## config.mk

```make
export PLATFORM = sky130hd
export DESIGN_NAME = control_fsm_flat
export DESIGN_NICKNAME = d
export VERILOG_FILES = /design/src/rtl/control_fsm_if.sv /design/src/rtl/control_fsm.sv /design/src/flat_wrapper.sv
export SDC_FILE = /design/constraint.sdc
export NUM_CORES = 1
export LEC_CHECK = 0
export ABC_AREA = 1
export BUFFER_PORTS_ARGS = -buffer_cell sky130_fd_sc_hd__buf_2
export CAP_MARGIN = 20
export CORE_ASPECT_RATIO = 0.75
export CORE_MARGIN = 4
export CORE_UTILIZATION = 45
export DETAILED_ROUTE_END_ITERATION = 6
export GPL_TIMING_DRIVEN = 0
export PLACE_DENSITY_LB_ADDON = 0.2
export SETUP_SLACK_MARGIN = 0.02
export SLEW_MARGIN = 30
export SYNTH_ARGS = -nofsm -noshare
export SYNTH_HDL_FRONTEND = slang
export SYNTH_SLANG_ARGS = --single-unit
export TNS_END_PERCENT = 1
```

## constraint.sdc

```tcl
create_clock -name clk -period 4.9 [get_ports clk]
set_clock_uncertainty 0.15 [all_clocks]
set_input_delay 0.49 -clock clk [delete_from_list [all_inputs] [get_ports clk]]
set_output_delay 0.49 -clock clk [all_outputs]
set_load 0.01 [all_outputs]
```

## src/rtl/control_fsm_if.sv

```systemverilog
// control_fsm_if: datapath/memory handshake inputs and control strobes of the MIPS sequencer
interface control_fsm_if;
    logic [5:0] op_code;
    logic [5:0] funct;
    logic       instr_ready;
    logic       mem_ready;
    logic       instr_req;
    logic       ir_write;
    logic       pc_write;
    logic [1:0] alu_op;
    logic       reg_dst;
    logic       branch;
    logic       jump_reg;
    logic       jump;
    logic       jal;
    logic       and_op;
    logic       mem_read;
    logic       mem_to_reg;
    logic       mem_write;
    logic       immediate;
    logic       reg_write;

    modport master (
        input  op_code, funct, instr_ready, mem_ready,
        output instr_req, ir_write, pc_write, alu_op, reg_dst, branch, jump_reg, jump, jal,
               and_op, mem_read, mem_to_reg, mem_write, immediate, reg_write
    );

    modport slave (
        output op_code, funct, instr_ready, mem_ready,
        input  instr_req, ir_write, pc_write, alu_op, reg_dst, branch, jump_reg, jump, jal,
               and_op, mem_read, mem_to_reg, mem_write, immediate, reg_write
    );
endinterface

```

## src/rtl/control_fsm.sv

```systemverilog
// control_fsm: multicycle MIPS control sequencer with memory handshakes, traps and retire counter
module control_fsm #(
    parameter int unsigned MEM_TIMEOUT = 16,
    parameter logic [5:0]  HALT_OPCODE = 6'h3F
) (
    input  logic                clk,
    input  logic                rst_n,
    control_fsm_if.master       bus,
    output logic                halted,
    output logic [1:0]          fault,
    output logic [31:0]         instr_count,
    output logic [2:0]          state
);
    typedef enum logic [2:0] {
        S_IDLE      = 3'd0,
        S_FETCH     = 3'd1,
        S_DECODE    = 3'd2,
        S_EXECUTE   = 3'd3,
        S_MEMORY    = 3'd4,
        S_WRITEBACK = 3'd5,
        S_HALT      = 3'd6,
        S_TRAP      = 3'd7
    } state_t;

    localparam logic [5:0] OP_R    = 6'b000000;
    localparam logic [5:0] OP_J    = 6'b000010;
    localparam logic [5:0] OP_JAL  = 6'b000011;
    localparam logic [5:0] OP_BEQ  = 6'b000100;
    localparam logic [5:0] OP_ADDI = 6'b001000;
    localparam logic [5:0] OP_ANDI = 6'b001100;
    localparam logic [5:0] OP_LW   = 6'b100011;
    localparam logic [5:0] OP_SW   = 6'b101011;
    localparam logic [5:0] FN_JR   = 6'b001000;

    state_t      cur, nxt;
    logic [5:0]  op_q, funct_q, op;
    logic [31:0] tmo_cnt;
    logic        tmo_hit, retire;
    logic [1:0]  trap_code;

    // DECODE acts on the live opcode; later phases use the copy captured in DECODE
    assign op      = (cur == S_DECODE) ? bus.op_code : op_q;
    assign tmo_hit = (MEM_TIMEOUT != 0) && (tmo_cnt == MEM_TIMEOUT - 1);
    assign halted  = (cur == S_HALT);
    assign state   = cur;

    // State, latched instruction fields, wait-cycle counter, retire counter and sticky fault code
    always_ff @(posedge clk or negedge rst_n) begin
        if (!rst_n) begin
            cur         <= S_IDLE;
            op_q        <= '0;
            funct_q     <= '0;
            tmo_cnt     <= '0;
            instr_count <= '0;
            fault       <= '0;
        end else begin
            cur         <= nxt;
            if (cur == S_DECODE) begin
                op_q    <= bus.op_code;
                funct_q <= bus.funct;
            end
            tmo_cnt     <= (nxt == cur && (cur == S_FETCH || cur == S_MEMORY)) ? tmo_cnt + 32'd1 : '0;
            instr_count <= instr_count + 32'(retire);
            fault       <= fault | trap_code;
        end
    end

    // Next state, retire/trap events and all datapath strobes for the current phase
    always_comb begin
        nxt            = cur;
        retire         = 1'b0;
        trap_code      = 2'b00;
        bus.instr_req  = 1'b0;
        bus.ir_write   = 1'b0;
        bus.pc_write   = 1'b0;
        bus.alu_op     = 2'b00;
        bus.reg_dst    = 1'b0;
        bus.branch     = 1'b0;
        bus.jump_reg   = 1'b0;
        bus.jump       = 1'b0;
        bus.jal        = 1'b0;
        bus.and_op     = 1'b0;
        bus.mem_read   = 1'b0;
        bus.mem_to_reg = 1'b0;
        bus.mem_write  = 1'b0;
        bus.immediate  = 1'b0;
        bus.reg_write  = 1'b0;
        case (cur)
            S_IDLE: nxt = S_FETCH;
            S_FETCH: begin
                bus.instr_req = 1'b1;
                if (bus.instr_ready) begin
                    bus.ir_write = 1'b1;
                    bus.pc_write = 1'b1;
                    nxt          = S_DECODE;
                end else if (tmo_hit) begin
                    nxt       = S_TRAP;
                    trap_code = 2'b10;
                end
            end
            S_DECODE: begin
                if (op == HALT_OPCODE) begin
                    nxt = S_HALT;
                end else if (op == OP_J || op == OP_JAL) begin
                    bus.jump      = 1'b1;
                    bus.pc_write  = 1'b1;
                    bus.jal       = (op == OP_JAL);
                    bus.reg_write = (op == OP_JAL);
                    retire        = 1'b1;
                    nxt           = S_FETCH;
                end else if (op inside {OP_R, OP_BEQ, OP_ADDI, OP_ANDI, OP_LW, OP_SW}) begin
                    nxt = S_EXECUTE;
                end else begin
                    nxt       = S_TRAP;
                    trap_code = 2'b01;
                end
            end
            S_EXECUTE: begin
                if (op == OP_BEQ) begin
                    bus.alu_op   = 2'b01;
                    bus.branch   = 1'b1;
                    bus.and_op   = 1'b1;
                    bus.pc_write = 1'b1;
                    retire       = 1'b1;
                    nxt          = S_FETCH;
                end else if (op == OP_R && funct_q == FN_JR) begin
                    bus.jump_reg = 1'b1;
                    bus.pc_write = 1'b1;
                    retire       = 1'b1;
                    nxt          = S_FETCH;
                end else if (op == OP_R) begin
                    bus.alu_op = 2'b10;
                    nxt        = S_WRITEBACK;
                end else begin
                    bus.alu_op    = (op == OP_ANDI) ? 2'b11 : 2'b00;
                    bus.immediate = 1'b1;
                    nxt           = (op == OP_LW || op == OP_SW) ? S_MEMORY : S_WRITEBACK;
                end
            end
            S_MEMORY: begin
                bus.immediate = 1'b1;
                bus.mem_read  = (op == OP_LW);
                bus.mem_write = (op == OP_SW);
                if (bus.mem_ready) begin
                    nxt    = (op == OP_LW) ? S_WRITEBACK : S_FETCH;
                    retire = (op != OP_LW);
                end else if (tmo_hit) begin
                    nxt       = S_TRAP;
                    trap_code = 2'b10;
                end
            end
            S_WRITEBACK: begin
                bus.reg_write  = 1'b1;
                bus.reg_dst    = (op == OP_R);
                bus.mem_to_reg = (op == OP_LW);
                bus.immediate  = (op != OP_R);
                retire         = 1'b1;
                nxt            = S_FETCH;
            end
            default: nxt = cur;
        endcase
    end
endmodule

```

## src/flat_wrapper.sv

```systemverilog
// flat-port wrapper written by rule: the top's interface ports become plain ports
module control_fsm_flat 
#(
    parameter int unsigned MEM_TIMEOUT = 16,
    parameter logic [5:0]  HALT_OPCODE = 6'h3F
)
  (clk, rst_n, halted, fault, instr_count, state, bus_op_code, bus_funct, bus_instr_ready, bus_mem_ready, bus_instr_req, bus_ir_write, bus_pc_write, bus_alu_op, bus_reg_dst, bus_branch, bus_jump_reg, bus_jump, bus_jal, bus_and_op, bus_mem_read, bus_mem_to_reg, bus_mem_write, bus_immediate, bus_reg_write);
  control_fsm_if bus_i ();
  input  logic clk;
  input  logic rst_n;
  output logic halted;
  output logic [1:0] fault;
  output logic [31:0] instr_count;
  output logic [2:0] state;
  input wire logic [$bits(bus_i.op_code)-1:0] bus_op_code;
  input wire logic [$bits(bus_i.funct)-1:0] bus_funct;
  input wire logic [$bits(bus_i.instr_ready)-1:0] bus_instr_ready;
  input wire logic [$bits(bus_i.mem_ready)-1:0] bus_mem_ready;
  output wire logic [$bits(bus_i.instr_req)-1:0] bus_instr_req;
  output wire logic [$bits(bus_i.ir_write)-1:0] bus_ir_write;
  output wire logic [$bits(bus_i.pc_write)-1:0] bus_pc_write;
  output wire logic [$bits(bus_i.alu_op)-1:0] bus_alu_op;
  output wire logic [$bits(bus_i.reg_dst)-1:0] bus_reg_dst;
  output wire logic [$bits(bus_i.branch)-1:0] bus_branch;
  output wire logic [$bits(bus_i.jump_reg)-1:0] bus_jump_reg;
  output wire logic [$bits(bus_i.jump)-1:0] bus_jump;
  output wire logic [$bits(bus_i.jal)-1:0] bus_jal;
  output wire logic [$bits(bus_i.and_op)-1:0] bus_and_op;
  output wire logic [$bits(bus_i.mem_read)-1:0] bus_mem_read;
  output wire logic [$bits(bus_i.mem_to_reg)-1:0] bus_mem_to_reg;
  output wire logic [$bits(bus_i.mem_write)-1:0] bus_mem_write;
  output wire logic [$bits(bus_i.immediate)-1:0] bus_immediate;
  output wire logic [$bits(bus_i.reg_write)-1:0] bus_reg_write;
  assign bus_i.op_code = bus_op_code;
  assign bus_i.funct = bus_funct;
  assign bus_i.instr_ready = bus_instr_ready;
  assign bus_i.mem_ready = bus_mem_ready;
  assign bus_instr_req = bus_i.instr_req;
  assign bus_ir_write = bus_i.ir_write;
  assign bus_pc_write = bus_i.pc_write;
  assign bus_alu_op = bus_i.alu_op;
  assign bus_reg_dst = bus_i.reg_dst;
  assign bus_branch = bus_i.branch;
  assign bus_jump_reg = bus_i.jump_reg;
  assign bus_jump = bus_i.jump;
  assign bus_jal = bus_i.jal;
  assign bus_and_op = bus_i.and_op;
  assign bus_mem_read = bus_i.mem_read;
  assign bus_mem_to_reg = bus_i.mem_to_reg;
  assign bus_mem_write = bus_i.mem_write;
  assign bus_immediate = bus_i.immediate;
  assign bus_reg_write = bus_i.reg_write;
  control_fsm #(.MEM_TIMEOUT(MEM_TIMEOUT), .HALT_OPCODE(HALT_OPCODE)) u_core (.clk(clk), .rst_n(rst_n), .bus(bus_i), .halted(halted), .fault(fault), .instr_count(instr_count), .state(state));
endmodule
```

# ---- Yosys cells after proc, flatten, opt, wreduce, memory -nomap -nowiden
# Cells that the tools add are included.
dict set report totals {
  register_bits 81
  output_inout_bits 54
  elab_cells 90
}
dict set report classes {
  addsub 2
  eq_ne 18
  mux 53
  reduce_logical 10
  bitwise_logic 1
}
# operator count
set op_table {}
lappend op_table {{32-bit by 1-bit adder with 32-bit output} 1}
lappend op_table {{32-bit by 1-bit adder with 32-bit output, second input constant} 1}
lappend op_table {{32-bit by 4-bit equality test with 1-bit output, second input constant} 1}
lappend op_table {{32-bit 2-to-1 mux} 1}
lappend op_table {{3-bit 2-to-1 mux} 10}
lappend op_table {{1-bit 2-to-1 mux} 25}
lappend op_table {{2-bit 2-to-1 mux} 10}
lappend op_table {{6-bit by 4-bit equality test with 1-bit output, second input constant} 3}
lappend op_table {{6-bit equality test, second input constant} 3}
lappend op_table {{3-bit case mux with 5 select lines} 1}
lappend op_table {{6-bit by 2-bit equality test with 1-bit output, second input constant} 2}
lappend op_table {{6-bit nonzero test} 2}
lappend op_table {{3-bit equality test, second input constant} 3}
lappend op_table {{3-bit by 2-bit equality test with 1-bit output, second input constant} 2}
lappend op_table {{6-bit by 3-bit equality test with 1-bit output, second input constant} 1}
lappend op_table {{6-bit logical NOT} 1}
lappend op_table {{6-bit 2-to-1 mux} 1}
lappend op_table {{6-bit inequality test, second input constant} 1}
lappend op_table {{1-bit case mux with 3 select lines} 2}
lappend op_table {{2-bit case mux with 3 select lines} 1}
lappend op_table {{1-bit case mux with 4 select lines} 1}
lappend op_table {{3-bit by 1-bit equality test with 1-bit output, second input constant} 1}
lappend op_table {{3-bit equality test} 1}
lappend op_table {{3-bit logical NOT} 1}
lappend op_table {{other kinds (5)} 8}

# ---- Depth between registers and ports, before layout
# Gate-level depths: netlist (run 1).
dict set report depth {
  word_depth 12
  mapped_depth 27
  mapped_depth_nobuf 27
}

# ---- Worst setup path before layout (run 1)
# No wires, ideal clock.
dict set report synth_timing {
  path_type {reg2reg}
  from {register u_core.cur[0], in the netlist u_core.state[0]}
  to {register u_core.instr_count[31]}
  t_arrival_ns 3.393
  path_slack_ns 1.240
  synth_period_minus_slack_ns 3.660
  path_stages_with_launch 26
  cell_sequence {dfrtp_1 inv_2 nand3_4 o21ai_0 nand2_2 nor2_2 inv_1 nor2_1 inv_1 o21ai_0 inv_1 o21ai_0 ha_1 nand3_1 nor2_1 nand3_1 nor2_1 nand2_1 nor2_1 nand3_1 nor2_1 nand3_1 nor2_2 nand2_1 nand2_1 nand2_1}
}
dict set report synth_via {
  elab_chain_len 8
}
# item line_no
set synth_lines {}
lappend synth_lines {{start, declared} control_fsm.sv:35} ;# state_t cur, nxt;
lappend synth_lines {{start signal, assigned} control_fsm.sv:57} ;# cur <= nxt;
lappend synth_lines {{3-bit by 2-bit equality test with 1-bit output} {control_fsm.sv:42, control_fsm.sv:88}}
lappend synth_lines {{6-bit 2-to-1 mux} --}
lappend synth_lines {{6-bit by 2-bit equality test with 1-bit output / 6-bit logical NOT (equally long branches)} {control_fsm.sv:104, control_fsm.sv:126}}
lappend synth_lines {{1-bit logical OR / 1-bit logical AND (equally long branches)} {control_fsm.sv:104, control_fsm.sv:126}}
lappend synth_lines {{1-bit 2-to-1 mux, on equally long branches} {control_fsm.sv:104, control_fsm.sv:126}}
lappend synth_lines {{1-bit 2-to-1 mux, on equally long branches} {control_fsm.sv:102, control_fsm.sv:119}}
lappend synth_lines {{1-bit case mux with 4 select lines *} control_fsm.sv:88} ;# case (cur)
lappend synth_lines {{32-bit by 1-bit adder with 32-bit output *} control_fsm.sv:63} ;# instr_count <= instr_count + 32'(retire);
lappend synth_lines {{end signal, assigned} control_fsm.sv:63}
lappend synth_lines {{end, declared} control_fsm.sv:11} ;# output logic [31:0] instr_count,
# Mark *: on every way between the ends. The rest lies on a longest branch, timed or not.
# A chain may end at the register's enable or synchronous reset.

# ---- Worst setup path after layout (run 1)
dict set report layout_timing {
  from {register u_core.cur[2], in the netlist u_core.state[2]}
  to {register u_core.instr_count[31]}
}
dict set report layout_via {
  elab_chain_len 8
}
# item line_no
set layout_lines {}
lappend layout_lines {{3-bit by 2-bit equality test with 1-bit output *} control_fsm.sv:42} ;# assign op = (cur == S_DECODE) ? bus.op_code : op_q;
lappend layout_lines {{6-bit 2-to-1 mux *} --}
lappend layout_lines {{net u_core.op[2]} control_fsm.sv:36} ;# logic [5:0] op_q, funct_q, op;
lappend layout_lines {{6-bit by 2-bit equality test with 1-bit output / 6-bit logical NOT (equally long branches)} {control_fsm.sv:104, control_fsm.sv:126}}
lappend layout_lines {{1-bit logical OR / 1-bit logical AND (equally long branches)} {control_fsm.sv:104, control_fsm.sv:126}}
lappend layout_lines {{1-bit 2-to-1 mux, on equally long branches} {control_fsm.sv:104, control_fsm.sv:126}}
lappend layout_lines {{1-bit 2-to-1 mux, on equally long branches} {control_fsm.sv:102, control_fsm.sv:119}}
lappend layout_lines {{1-bit case mux with 4 select lines *} control_fsm.sv:88}
lappend layout_lines {{32-bit by 1-bit adder with 32-bit output *} control_fsm.sv:63}
# Mark *: on every way through the listed nets, which the timed path passes. The rest lies on a longest branch.

==> results of run 1 <==
==> kinds of logic after synthesis <==
kind of cell,Yosys count
flip-flops,81
adder cells (fa/ha/maj),3
XOR/XNOR,55
buffers and inverters,70
AO/OA/AOI/OAI,30
AND/OR/NAND/NOR,294
==> registers in the layout, summed over array words and instances, names as in the netlist <==
register and count:
u_core.state 3, u_core.fault 2, u_core.op_q 6, u_core.instr_count 32, u_core.funct_q 6, u_core.tmo_cnt 32
==> routing by layer <==
layer | vias to the layer above | wire (um)
met5 | - | 0
met2 | 79 | 4230
li1 | 1853 | -
met1 | 1749 | 4910
met4 | 0 | 134
met3 | 11 | 520
==> worst paths after layout <==
| kind | startpoint | end | slack, ps | depth (start not counted) |
|---|---|---|---|---|
| min | bus_funct[5] | u_core.funct_q[5]$_DFFE_PN0P_ | 200 | 3 |
| min reg2reg | u_core.fault[1]$_DFF_PN0_ | u_core.fault[1]$_DFF_PN0_ | 310 | 1 |
| max reg2reg | u_core.state[2]$_DFF_PN0_ | u_core.instr_count[31]$_DFF_PN0_ | 590 | 25 |
| max in group asynchronous | rst_n | u_core.tmo_cnt[24]$_DFF_PN0_ | 3580 | 3 |
| max | u_core.state[2]$_DFF_PN0_ | u_core.instr_count[31]$_DFF_PN0_ | 590 | 25 |
| min in group asynchronous | rst_n | u_core.instr_count[4]$_DFF_PN0_ | 480 | 2 |
==> what timing repair did <==
item,4_1_cts,5_1_grt
resized for setup,0,1
hold buffers,1,0
hold endpoints to repair,34,0
setup endpoints to repair,0,2
==> placed cells by master (no fill, tap or decap), types with 6 or more instances in the layout <==
cell / instances
nor2_1: 63
o21ai_0: 11
nand2_4: 7
clkbuf_16: 9
nand3_1: 25
nand4_1: 11
nor2_4: 33
xor2_1: 37
nor3_1: 23
inv_1: 59
xnor2_1: 18
buf_2: 70
dfrtp_1: 81
nand3_2: 6
nand2_1: 99
nand2_2: 12
==> critical path: cells and delay by family, from the launching register on <==
family,cells,cell delay (ps)
AOI/OAI and AO/OA,1,220
adders and majority gates,1,220
and+or+nand+nor,21,2880
buffers and inverters,2,270
DFF,1,460
==> power groups by stage <==
stage / Combinational (W) / Clock (W) / Sequential [W]
after floorplan: 0.000737 / 0 / 0.000851
after global placement: 0.000938 / 0 / 0.000841
after detailed placement: 0.000962 / 0 / 0.000846
after CTS: 0.000968 / 0.000667 / 0.000835
after global routing: 0.00106 / 0.000696 / 0.000848
final: 0.000956 / 0.000648 / 0.000834
==> stage by stage <==
step	cell area, um^2	power, W	hold WS, ps
floorplan	4700	0.00159	44.4
finish	5540	0.00244	201
global route	5540	0.00260	198
detailed placement	5240	0.00181	266
global placement	5210	0.00178	292
CTS	5540	0.00247	188
==> layout make-up <==
cell class / count / area (um^2)
Fill cell: 949 / 4390
Multi-Input combinational cell: 382 / 2330
Sequential cell: 81 / 2030
Timing Repair Buffer: 71 / 389
Clock buffer: 10 / 239
Inverter: 63 / 238
Tap cell: 132 / 165
Buffer: 7 / 97.6
Clock inverter: 6 / 48.8
==> impl_metrics.yaml, run 1 <==
yosys:
  synth-simple-area-share_pct: 34.7
  synth_area_leaders: "dfrtp_1 (43%), nand2_1 (7.9%), nor2_4 (7.9%), xor2_1 (6.9%), nor2_1 (5.0%)"
  syn_inst: 533
  synthTopCellsByCount: "nand2_1 (99), dfrtp_1 (81), nor2_1 (63), inv_1 (59), xor2_1 (37)"
  synthFlopType: "dfrtp_1"
  seq_area_frac_synth_pct: 43.2
  synthXorXnorAreaFrac_pct: 10.3
  yosys.area.top_type: "dfrtp_1"
  postSynthAreaPerCell_um2: 8.81
  synth_top_family_by_area: "simple AND/OR/NAND/NOR gates"
  synth_top_area_share_pct: 43.2
  synth_edf_count: 0
  syn_nets: 552
  ys_ff_latch: 81
  ys_types: 38
  yosys.area_share.adder_pct: 0.799
  post-synth-top-count-cell: "nand2_1"
  synth-compound-area-share_pct: 3.94
  synth_mux_area_share_pct: 0
  syn-cell-area_um2: 4700
  synth_warnings: 0
  async_flop_share_pct: 100
power_and_ir_drop:
  irDropWorstVdd_mv: 0.304
  switching_share_pct: 40.4
  p_int_w: 0.00145
  p_clk_share_pct: 26.6
  p_comb_share_pct: 39.2
  switchingPower_w: 0.000984
  p_seq_share_pct: 34.2
  power.leakage_nw: 2.61
  power.density_nw_per_um2: 440
worst_setup_path:
  crit_required_ps: 4980
  crit_arrival_ps: 4390
  critPathLaunchType: "register"
  crit_path_top_delay_cell: "dfrtp_1"
  crit_top_cell: "nand2_1"
  critPathMaxStageDelay_ps: 460
  cp_max_fo: 8
  worst_setup_path_end_kind: "register"
  crit_type: "register to register"
timing:
  period_needed_ps: 4310
  fin_crit_sh_pct: 87.9
  final_hold_viol_count: 0
  fin_ws_ps: 592
  rsz0062_at_grt: "false"
  worst_pin_slew_ps: 637
  setup_viol: 0
  fmax_ghz: 0.232
  drv_slew: 0
  fin_tns_setup_ps: 0
  slew_headroom_pct: 57.1
detailed_routing:
  drt_iter0_markers: 186
  drc: 0
  dr.pass1.iters: 4
  detail_route.wl_per_cell_um: 13.0
  final_antenna_net_count: 0
  routed-via-count: 3692
  routed_wl_um: 9790
  vias_per_cell: 4.91
clock_tree:
  clock_path_buffers: 2
  clk-insertion-delay-late_ps: 340
  numCtsBuffers: 9
  ctsHtreeMaxLevel: 3
  cts_tree: "done"
  clk_pin_slew_ps: 60
  cts_setup_buffers: 0
  cts_root_buf: "clkbuf_16"
  cts_sinks: 81
die:
  ioPinCount: 70
  initial_core_util_pct: 47.3
  rows: 31
  die_h_um: 96.5
  die_area_um2: 12200
  die_x_um: 126
  core_um2: 9930
layout:
  diodes: 0
  area_growth_pct: 17.9
  utilization_pct: 55.8
  final_nets: 634
  drive_gt1_share_pct: 26.5
  stdcell_count: 752
global_route:
  grt_antenna_before_repair: 0
  grt_pass1_vias: 3735
  gr-total-overflow: 0
  grtUsageMet2_pct: 27.2
  grt.busiest_layer: "met2"
  grt_max_degree: 48
  use_met3_pct: 4.45
  grt_util_all_layers_pct: 17.8
  grt_pass1_wl_um: 17600
  use_met1_pct: 25.1
placed_design:
  dp_slack_ps: 569
  dp_cells: 735
  port_buffers: 69
  dpl.hpwl_um: 7480
  gp_congestion: 0.879
worst_hold_path:
  hold_path_class: "primary input to register"
flow_run:
  cap_violations: 0
outcome:
  status: "completed"
Note: power is estimated with default switching activity, not from simulation.
==> run 2, diff against run 1 <==
--- a/config.mk
+++ b/config.mk
@@ -14,6 +14,7 @@
 export DETAILED_ROUTE_END_ITERATION = 6
 export GPL_TIMING_DRIVEN = 0
 export PLACE_DENSITY_LB_ADDON = 0.2
+export REMOVE_ABC_BUFFERS = 1
 export SETUP_SLACK_MARGIN = 0.02
 export SLEW_MARGIN = 30
 export SYNTH_ARGS = -nofsm -noshare
==> run 2 against run 1 <==
  * Via count fell by 2.2%
  * Power fell by 3.6%
  * Combinational power fell by 12%
  * Sequential power rose by 1%
  * Fmax fell by 1.1%
  * Clock-buffer cell count did not move
  * Clock power rose by 2%
  * Non-clock buffer count fell by 4
  * First-iteration DRC count fell by 7.0%
  * Sequential share of layout area rose by 0.46 points
  * Critical path type unchanged
  * Critical endpoint unchanged
==> impl_metrics.yaml, run 2 (synthesis gave the netlist of run 1 again) <==
die:
  core_um2: 9930
  initial_core_util_pct: 47.3
  die_h_um: 96.5
  ioPinCount: 70
  die_area_um2: 12200
  die_x_um: 126
  rows: 31
timing:
  setup_viol: 0
  rsz0062_at_grt: "false"
  fmax_ghz: 0.230
  drv_slew: 0
  worst_pin_slew_ps: 915
  slew_headroom_pct: 39.0
  fin_tns_setup_ps: 0
  fin_crit_sh_pct: 88.9
  final_hold_viol_count: 0
  period_needed_ps: 4360
power_and_ir_drop:
  power.density_nw_per_um2: 430
  power.leakage_nw: 2.58
  irDropWorstVdd_mv: 0.238
clock_tree:
  cts_sinks: 81
  cts_tree: "done"
  cts_root_buf: "clkbuf_16"
  clk-insertion-delay-late_ps: 330
  clock_path_buffers: 2
  ctsHtreeMaxLevel: 3
  numCtsBuffers: 9
  clk_pin_slew_ps: 60
placed_design:
  port_buffers: 69
  dpl.hpwl_um: 7270
  gp_congestion: 0.879
  placed_area_um2: 5140
  dp_cells: 728
layout:
  stdcell_area_um2: 5470
  utilization_pct: 55.1
  layout_commonest_cell: "nand2_1"
  final_nets: 630
  final_cell_mix: "nand2_1 (99), dfrtp_1 (81), buf_2 (68)"
  drive_gt1_share_pct: 25.8
  multi_input_area_um2: 2330
  seqCellArea_um2: 2030
  diodes: 0
  area_growth_pct: 16.5
  top_regs: "u_core.instr_count (32), u_core.tmo_cnt (32)"
  fill_cells: 906
  stdcell_count: 748
detailed_routing:
  routed-via-count: 3609
  routed_wl_um: 9500
  vias_per_cell: 4.82
  detail_route.wl_per_cell_um: 12.7
  final_antenna_net_count: 0
  drc: 0
  dr.pass1.iters: 4
  drt_iter0_markers: 173
global_route:
  grt_max_degree: 55
  use_met3_pct: 4.45
  use_met1_pct: 23.5
  grt_antenna_before_repair: 0
  gr-total-overflow: 0
  grt_util_all_layers_pct: 16.1
  grt.busiest_layer: "met1"
  grtUsageMet2_pct: 23.0
  grt_pass1_vias: 3310
  grt_pass1_wl_um: 15700
worst_setup_path:
  crit_type: "register to register"
  reg2reg_setup_slack_ps: 540
  crit_arrival_ps: 4430
  crit_required_ps: 4980
  worst_setup_path_end_kind: "register"
  cp_max_fo: 19
  critPathLaunchType: "register"
outcome:
  status: "completed"
worst_hold_path:
  hold_path_class: "primary input to register"
flow_run:
  cap_violations: 0
==> run 2: changes by cell type in the layout (fill, tap and decap cells not counted) <==
cell | before | now
clkbuf_1 | 0 | 1
clkinv_4 | 1 | 0
clkinvlp_4 | 3 | 1
clkinv_2 | 1 | 3
bufinv_16 | 0 | 1
buf_2 | 70 | 68
buf_12 | 4 | 0
clkbuf_8 | 1 | 0
o21ai_1 | 3 | 2
o21ai_0 | 11 | 12
buf_4 | 1 | 3
==> run 2: critical path, stage by stage, from the launching register on <==
cell and delay, ps:
dfrtp_1 470, inv_2 160, nand3_4 270, o21ai_0 320, nand2_2 150, nor2_2 230, inv_1 60, nor2_1 120
inv_1 100, o21ai_0 80, inv_1 80, o21ai_0 90, ha_1 210, nand3_1 120, nor2_1 180, nand3_1 130
nor2_1 190, nand2_1 120, nor2_1 200, nand3_1 140, nor2_1 170, nand3_1 140, nor2_2 180, nand2_1 70
nand2_1 50, nand2_1 40
==> run 2: worst paths after layout <==
kind / cells after the start / to / startpoint
min in group asynchronous: 2 / u_core.instr_count[23]$_DFF_PN0_ / rst_n
setup / recovery: 25 / u_core.instr_count[31]$_DFF_PN0_ / u_core.state[0]$_DFF_PN0_
max in group asynchronous: 3 / u_core.state[0]$_DFF_PN0_ / rst_n
hold / removal: 3 / u_core.funct_q[5]$_DFFE_PN0P_ / bus_funct[5]
setup reg to reg: 25 / u_core.instr_count[31]$_DFF_PN0_ / u_core.state[0]$_DFF_PN0_
hold reg to reg: 1 / u_core.fault[1]$_DFF_PN0_ / u_core.fault[1]$_DFF_PN0_
==> run 2: routing by layer <==
metal / wire length (um) / vias up
met1: 4870 / 1668
met2: 4020 / 78
met4: 119 / 0
li1: - / 1850
met5: 0 / -
met3: 491 / 13
==> run 2: per-stage QoR <==
stage	power [W]	setup slack, ps	hold slack (ps)
2_1_floorplan	0.00149	1110	44.4
4_1_cts	0.00237	479	195
6_report	0.00235	544	205
3_3_place_gp	0.00168	543	291
5_1_grt	0.00250	81.0	201
3_5_place_dp	0.00170	505	222
==> run 2: cell type report <==
type / count / area share (%)
clock buffer: 10 / 4.19
timing repair buffer: 74 / 7.53
multi-input combinational: 382 / 42.7
clock inverter: 6 / 1.19
tap: 132 / 3.02
sequential: 81 / 37.1
inverter: 63 / 4.35
==> run 2: what timing repair did <==
action | in CTS | in global routing
hold buffers | 1 | 0
gates resized for setup | 0 | 0
setup endpoints to repair | 0 | 1
hold endpoints to repair | 27 | 0
buffers inserted | 0 | 3
==> run 2: power breakdown <==
part	total [W]	internal, W	leakage (nW)	switching, W
combinational	0.000846	0.000252	1.38	0.000593
sequential	0.000843	0.000762	1.06	0.0000807
clock	0.000661	0.000396	0.143	0.000265
